===== src/rtl/littlesoc_pkg.sv =====
// Shared definitions for the littlesoc SPI flash read path.
// Holds the responder state encoding, the SPI READ opcode, the frame length
// and a helper that turns the received serial byte stream into a
// little-endian bus word.
package littlesoc_pkg;

  typedef enum logic [1:0] {
    IDLE  = 2'd0,
    SHIFT = 2'd1,
    DONE  = 2'd2,
    GAP   = 2'd3
  } state_e;

  localparam logic [7:0]  SPI_CMD_READ   = 8'h03;
  localparam int unsigned SPI_FRAME_BITS = 64;

  // stream[31:24] is the first byte off the wire. It must land in the
  // least significant byte of the bus word.
  function automatic logic [31:0] stream_to_le_word(input logic [31:0] stream);
    return {stream[7:0], stream[15:8], stream[23:16], stream[31:24]};
  endfunction

endpackage


===== src/rtl/spi_shifter.sv =====
// Single-bit SPI mode-0 frame engine. It contains the flash_clk divider,
// the 64-bit shift register and the bit counter.
// Ports:
//   clk, reset      system clock, synchronous active-high reset
//   i_start         load i_tx_word and begin a 64-bit frame (ignored while busy)
//   i_tx_word       command + 24-bit address, sent MSB first
//   o_rx_word       last 32 received bits, byte-swapped to little-endian
//   o_done          high during the final high-phase cycle of bit 63
//   o_busy          frame in progress; flash_cs_n is its inverse
//   o_sclk, o_cs_n, o_mosi, i_miso   flash pins
module spi_shifter
  import littlesoc_pkg::*;
#(
  parameter int unsigned CLK_DIV = 1
) (
  input  logic        clk,
  input  logic        reset,
  input  logic        i_start,
  input  logic [31:0] i_tx_word,
  output logic [31:0] o_rx_word,
  output logic        o_done,
  output logic        o_busy,
  output logic        o_sclk,
  output logic        o_cs_n,
  output logic        o_mosi,
  input  logic        i_miso
);

  localparam logic [15:0] DIV_LAST = 16'(CLK_DIV - 1);
  localparam logic [5:0]  BIT_LAST = 6'(SPI_FRAME_BITS - 1);

  logic        r_busy;
  logic        r_sclk;
  logic        r_mosi;
  logic [15:0] r_div_cnt;
  logic [5:0]  r_bit_cnt;
  logic [63:0] r_shift;
  logic        w_phase_end;
  logic        w_last_bit;

  assign w_phase_end = (r_div_cnt == DIV_LAST);
  assign w_last_bit  = (r_bit_cnt == BIT_LAST);

  // Frame engine: divider, phase toggle, shift on rising flash_clk, and
  // MOSI update on falling flash_clk. The upper half of r_shift drains out
  // on MOSI while MISO fills the lower half. Only the data bits
  // (bit_cnt[5] set) take MISO; the command/address bits shift in zero.
  always_ff @(posedge clk) begin
    if (reset) begin
      r_busy    <= 1'b0;
      r_sclk    <= 1'b0;
      r_mosi    <= 1'b0;
      r_div_cnt <= 16'd0;
      r_bit_cnt <= 6'd0;
      r_shift   <= 64'd0;
    end else if (!r_busy) begin
      if (i_start) begin
        r_busy    <= 1'b1;
        r_sclk    <= 1'b0;
        r_div_cnt <= 16'd0;
        r_bit_cnt <= 6'd0;
        r_shift   <= {i_tx_word, 32'd0};
        r_mosi    <= i_tx_word[31];
      end
    end else if (!w_phase_end) begin
      r_div_cnt <= r_div_cnt + 16'd1;
    end else begin
      r_div_cnt <= 16'd0;
      if (!r_sclk) begin
        r_sclk  <= 1'b1;
        r_shift <= {r_shift[62:0], r_bit_cnt[5] & i_miso};
      end else if (w_last_bit) begin
        r_sclk <= 1'b0;
        r_busy <= 1'b0;
        r_mosi <= 1'b0;
      end else begin
        r_sclk    <= 1'b0;
        r_bit_cnt <= r_bit_cnt + 6'd1;
        // After k rising-edge shifts, bit 63 holds the next outgoing bit.
        r_mosi    <= r_shift[63];
      end
    end
  end

  assign o_done    = r_busy & r_sclk & w_phase_end & w_last_bit;
  assign o_busy    = r_busy;
  assign o_sclk    = r_sclk;
  assign o_cs_n    = ~r_busy;
  assign o_mosi    = r_mosi;
  assign o_rx_word = stream_to_le_word(r_shift[31:0]);

endmodule


===== src/rtl/spi_flash_mem.sv =====
// Memory-bus responder that serves CPU data reads from SPI NOR flash using
// the single-bit READ (0x03) command. Writes are acknowledged and discarded.
// Ports:
//   clk, reset             system clock, synchronous active-high reset
//   mem_valid/mem_addr     request, address bits [23:2] select the word
//   mem_wstrb              nonzero marks a write (acked in one cycle)
//   mem_ready              one-cycle completion pulse
//   mem_rdata              read data, held until the next read completes
//   flash_*                SPI pins. wp_n and hold_n are tied high.
module spi_flash_mem
  import littlesoc_pkg::*;
#(
  parameter int unsigned CLK_DIV = 1,
  parameter int unsigned CS_HIGH = 2
) (
  input  logic        clk,
  input  logic        reset,
  input  logic        mem_valid,
  input  logic [31:0] mem_addr,
  input  logic [3:0]  mem_wstrb,
  output logic        mem_ready,
  output logic [31:0] mem_rdata,
  output logic        flash_cs_n,
  output logic        flash_clk,
  output logic        flash_mosi,
  input  logic        flash_miso,
  output logic        flash_wp_n,
  output logic        flash_hold_n
);

  localparam logic [15:0] CS_HIGH_C = 16'(CS_HIGH);

  state_e      r_state;
  state_e      w_state_nxt;
  logic        r_ready;
  logic [31:0] r_rdata;
  logic [15:0] r_gap_cnt;
  logic        w_ready_nxt;
  logic        w_rdata_load;
  logic        w_start;
  logic        w_gap_ok;
  logic        w_done;
  logic        w_busy;
  logic [31:0] w_rx_word;
  logic [31:0] w_tx_word;
  logic        w_unused_addr;

  assign w_tx_word     = {SPI_CMD_READ, mem_addr[23:2], 2'b00};
  assign w_unused_addr = ^{mem_addr[31:24], mem_addr[1:0]};
  // r_gap_cnt holds the count of completed cs_n-high cycles.
  assign w_gap_ok      = (r_gap_cnt >= CS_HIGH_C);

  spi_shifter #(
    .CLK_DIV (CLK_DIV)
  ) u_shifter (
    .clk       (clk),
    .reset     (reset),
    .i_start   (w_start),
    .i_tx_word (w_tx_word),
    .o_rx_word (w_rx_word),
    .o_done    (w_done),
    .o_busy    (w_busy),
    .o_sclk    (flash_clk),
    .o_cs_n    (flash_cs_n),
    .o_mosi    (flash_mosi),
    .i_miso    (flash_miso)
  );

  // Bus FSM state, registered response outputs and chip-select gap counter.
  always_ff @(posedge clk) begin
    if (reset) begin
      r_state   <= IDLE;
      r_ready   <= 1'b0;
      r_rdata   <= 32'd0;
      r_gap_cnt <= CS_HIGH_C;
    end else begin
      r_state <= w_state_nxt;
      r_ready <= w_ready_nxt;
      if (w_rdata_load) begin
        r_rdata <= w_rx_word;
      end
      if (w_busy) begin
        r_gap_cnt <= 16'd0;
      end else if (r_gap_cnt < CS_HIGH_C) begin
        r_gap_cnt <= r_gap_cnt + 16'd1;
      end
    end
  end

  // Next-state and response decode. While a ready pulse is out, IDLE does
  // not accept. This keeps a held mem_valid from producing back-to-back
  // ready pulses. The read result is captured in the final SHIFT cycle, so
  // it appears together with the DONE state.
  always_comb begin
    w_state_nxt  = r_state;
    w_ready_nxt  = 1'b0;
    w_rdata_load = 1'b0;
    w_start      = 1'b0;
    case (r_state)
      IDLE: begin
        if (mem_valid && w_gap_ok && !r_ready) begin
          if (|mem_wstrb) begin
            w_ready_nxt = 1'b1;
          end else begin
            w_start     = 1'b1;
            w_state_nxt = SHIFT;
          end
        end else begin
          w_state_nxt = IDLE;
        end
      end
      SHIFT: begin
        if (w_done) begin
          w_state_nxt  = DONE;
          w_rdata_load = 1'b1;
          w_ready_nxt  = mem_valid;
        end else begin
          w_state_nxt = SHIFT;
        end
      end
      DONE: begin
        w_state_nxt = GAP;
      end
      GAP: begin
        // The current GAP cycle is the one that completes the minimum.
        if (r_gap_cnt >= CS_HIGH_C - 16'd1) begin
          w_state_nxt = IDLE;
        end else begin
          w_state_nxt = GAP;
        end
      end
      default: begin
        w_state_nxt = IDLE;
      end
    endcase
  end

  assign mem_ready    = r_ready;
  assign mem_rdata    = r_rdata;
  assign flash_wp_n   = 1'b1;
  assign flash_hold_n = 1'b1;

endmodule


===== config.mk =====
export PLATFORM = sky130hd
export DESIGN_NAME = spi_flash_mem
export DESIGN_NICKNAME = d
export VERILOG_FILES = /design/src/rtl/littlesoc_pkg.sv /design/src/rtl/spi_shifter.sv /design/src/rtl/spi_flash_mem.sv
export SDC_FILE = /design/constraint.sdc
export NUM_CORES = 1
export LEC_CHECK = 0
export CORE_UTILIZATION = 43
export CTS_CLUSTER_SIZE = 12
export DETAILED_ROUTE_END_ITERATION = 16
export PLACE_DENSITY = 0.67
export SLEW_MARGIN = 5
export SYNTH_ARGS = -nofsm -noshare
export SYNTH_HDL_FRONTEND = slang
export SYNTH_SLANG_ARGS = --single-unit

===== constraint.sdc =====
create_clock -name clk -period 2.95 [get_ports clk]
set_clock_uncertainty 0.1 [all_clocks]
set_input_delay 0.4425 -clock clk [delete_from_list [all_inputs] [get_ports clk]]
set_output_delay 0.4425 -clock clk [all_outputs]
set_load 0.01 [all_outputs]

==> run summary <==
Sw Share -> 21.3%
Leakage -> 2.65 nW
Cell area after synthesis -> 5660 µm²
# DRC -> 0
Placer congestion estimate -> 0.778
Top-count cell post-synth -> dfxtp_1
Post-cts sizing count -> 0
Routed Antenna Nets -> 0
Status -> finished, final reports clean
Dpl hpwl -> 7410 µm
ANT cells -> 0
Unrepaired setup endpoints after global routing -> false
First-pass GRT wire length -> 19500 µm
# rows -> 41
Simple-gate share of the synthesized area -> 20.4%
Setup bufs post-CTS -> 0
Clock transition at path regs -> 0.06 ns
Initial antenna violation count -> 0
Hold Crit Class -> reg -> reg
Cell variety after synth -> 49
Final Max Tran Viols -> 0
Post-Syn Area per Cell -> 9.01 µm²
Vias in the first global route -> 4335
DRT Pass-1 Iters -> 4
Gr usage total -> 18.0%
Total gr overflow -> 0
Yosys warning count -> 0
Critical path required time -> 3.14 ns
Final WS setup -> 0.394 ns
Power Internal -> 3.36 mW
Layout cells sized above 1 -> 8.23%
Adder-Cell Fraction of Synth Area -> 1.55%
Power share of the sequential group -> 44.9%
Clock sink count -> 140
Largest net degree at the start of global routing -> 81
Startpoint types -> flip-flop
Initial DRC count -> 260
Avg WL per Cell -> 13.4 µm
CP Class -> reg -> reg
Max capacitance violation total -> 0
Clock buffer depth -> 2
Main area contributors after synthesis -> dfxtp_1 (50%), mux2i_1 (9.5%), a21oi_1 (5.3%)
Via density -> 5.34
Pre-CTS setup slack -> 0.108 ns
CP max FO -> 32
Die width -> 117 µm
Area delta synth->final -> 26.0%
Asr flop ratio synth -> 0%
Via count -> 4615
Placed inst area -> 6520 µm²
Synthesized flop and latch total -> 140
Crit path capture type -> flip-flop
H-tree Lvls -> 4
Worst slew pin tran -> 0.758 ns
Min cycle time layout -> 2.56 ns
CP arrival -> 2.74 ns
Io pins -> 78
Clock latency on the worst-skew pair -> 0.41 ns
Sw Pwr -> 0.909 mW
Final WL -> 11600 µm
Synth top area share -> 49.5%
Max_slew headroom -> 49.5%
FMAX -> 391 MHz
Nets -> 727
IO buf count -> 65
Initial Utilization -> 44.5%
Mapped Cells -> 628
Combinational share of power -> 3.9%
Final setup viols -> 0
Post-synthesis compound-gate area fraction -> 14.0%
Period Utilization, post-route -> 86.6%
Power share of the clock group -> 51.2%
Final Hold Vio Count -> 0
Mux cell area share after synthesis -> 9.55%
CTS Root Cell -> clkbuf_16
Core ar. -> 12700 µm²
CTS tree -> yes
Setup_tns -> 0 ns
Power per Cell Area -> 599 nW/µm²
Die height -> 117 µm
Worst vdd ir -> 0.000322 V
Yosys top cell by area -> dfxtp_1
Seq/Total Area, Yosys -> 49.5%
Hold buffer count at CTS -> 0
Post-route cell area -> 7130 µm²
TritonCTS Buffers -> 17
Main synth FF type -> dfxtp_1
Synth top cells by count -> dfxtp_1 (140), nor2_1 (68), a21oi_1 (60), mux2i_1 (54), nand2_1 (54)
Largest family of logic cells by synthesized area -> simple AND/OR/NAND/NOR gates
Die area -> 13600 µm²
Number of synthesized flops with an enable pin -> 0
Post-synthesis xor/xnor area fraction -> 0.155%
-- cell families after synthesis --
kind of cell,Yosys count
other cells,1
mux,54
xor+xnor,1
flops,140
simple gates,238
buf+inv,59
compound gates,128
fa+ha+maj,7
-- metrics by stage --
step / power, mW / cells / util (%) / hold slack (ns)
floorplan: 2.05 / 629 / - / 0.330
global placement: 2.12 / 833 / 51.2 / 0.340
detailed placement: 2.13 / 833 / 51.2 / 0.343
CTS: 4.32 / 865 / 56.1 / 0.352
global route: 4.41 / 865 / 56.1 / 0.367
finish: 4.27 / 865 / 56.1 / 0.353
-- final timing paths --
check	depth (start not counted)	endpoint	from	slack (ns)
worst max-delay path	8	mem_rdata[12]	u_shifter.r_div_cnt[0]	0.39
worst min-delay path	2	u_shifter.r_shift[61]	u_shifter.r_shift[61]	0.35
worst max register to register	8	mem_rdata[12]	u_shifter.r_div_cnt[0]	0.39
worst min register to register	2	u_shifter.r_shift[61]	u_shifter.r_shift[61]	0.35
-- worst max-delay path, cell delays in order, from the launching register on --
cell	delay [ns]
dfxtp_1	0.35
inv_1	0.07
ha_1	0.14
nor4b_2	0.29
nand4_1	0.18
or4b_2	0.79
buf_12	0.24
mux2i_1	0.19
nor2_1	0.05
-- registers in the layout (all words and copies together), names as in the netlist --
signal	flops
u_shifter.o_busy	1
mem_ready	1
u_shifter.o_mosi	1
u_shifter.r_bit_cnt	6
u_shifter.r_div_cnt	16
r_gap_cnt	16
u_shifter.r_shift	64
u_shifter.o_sclk	1
r_state	2
mem_rdata	32
-- power by group through the flow --
stage                     registers, mW  logic (mW)  clock network (mW)
after global routing               1.92       0.184                2.30
after CTS                          1.92       0.168                2.23
after floorplan                    1.96      0.0967                   0
after detailed placement           1.96       0.167                   0
after global placement             1.96       0.162                   0
final                              1.92       0.167                2.19
-- per-layer routing --
metal / track usage [%] / share of wire, %
met1: 21.9 / 47
met2: 30.8 / 48
met4: 4.81 / 0.36
met3: 5.60 / 5.1
met5: 0 / 0
-- cell type report --
type                       instances  area (µm²)
fill                            1146        5590
sequential                       140        2800
multi-input combinational        430        2630
timing repair buffer              81         831
clock buffer                      19         453
tap                              172         215
clock inverter                    13         165
inverter                          10        37.5
-- cells in the final DEF, fill, tap and decap left out, types with 3 or more instances in the layout --
cell             synthesis  final
inv_1                   10     10
and3_1                   5      5
a21boi_0                 3      3
mux2i_1                 54     54
nand4_1                  8      8
nor2_1                  68     68
nand3_1                 49     49
clkinv_4                 0      3
clkbuf_16                0     17
buf_4                    3     12
nand2b_1                 3      3
a41oi_1                  3      3
clkdlybuf4s50_1          0     64
a21oi_1                 60     60
buf_12                   0      5
nor4_1                   6      6
or3_1                    7      7
o21ai_0                 12     12
a211oi_1                29     29
nand2_1                 54     54
clkinvlp_4               0      4
dfxtp_1                140    139
ha_1                     7      7
and2_1                  14     14
bufinv_16                0      3
a31oi_1                  7      7
nor3_1                   9      9
No activity file was read; power rests on OpenSTA's default activity.
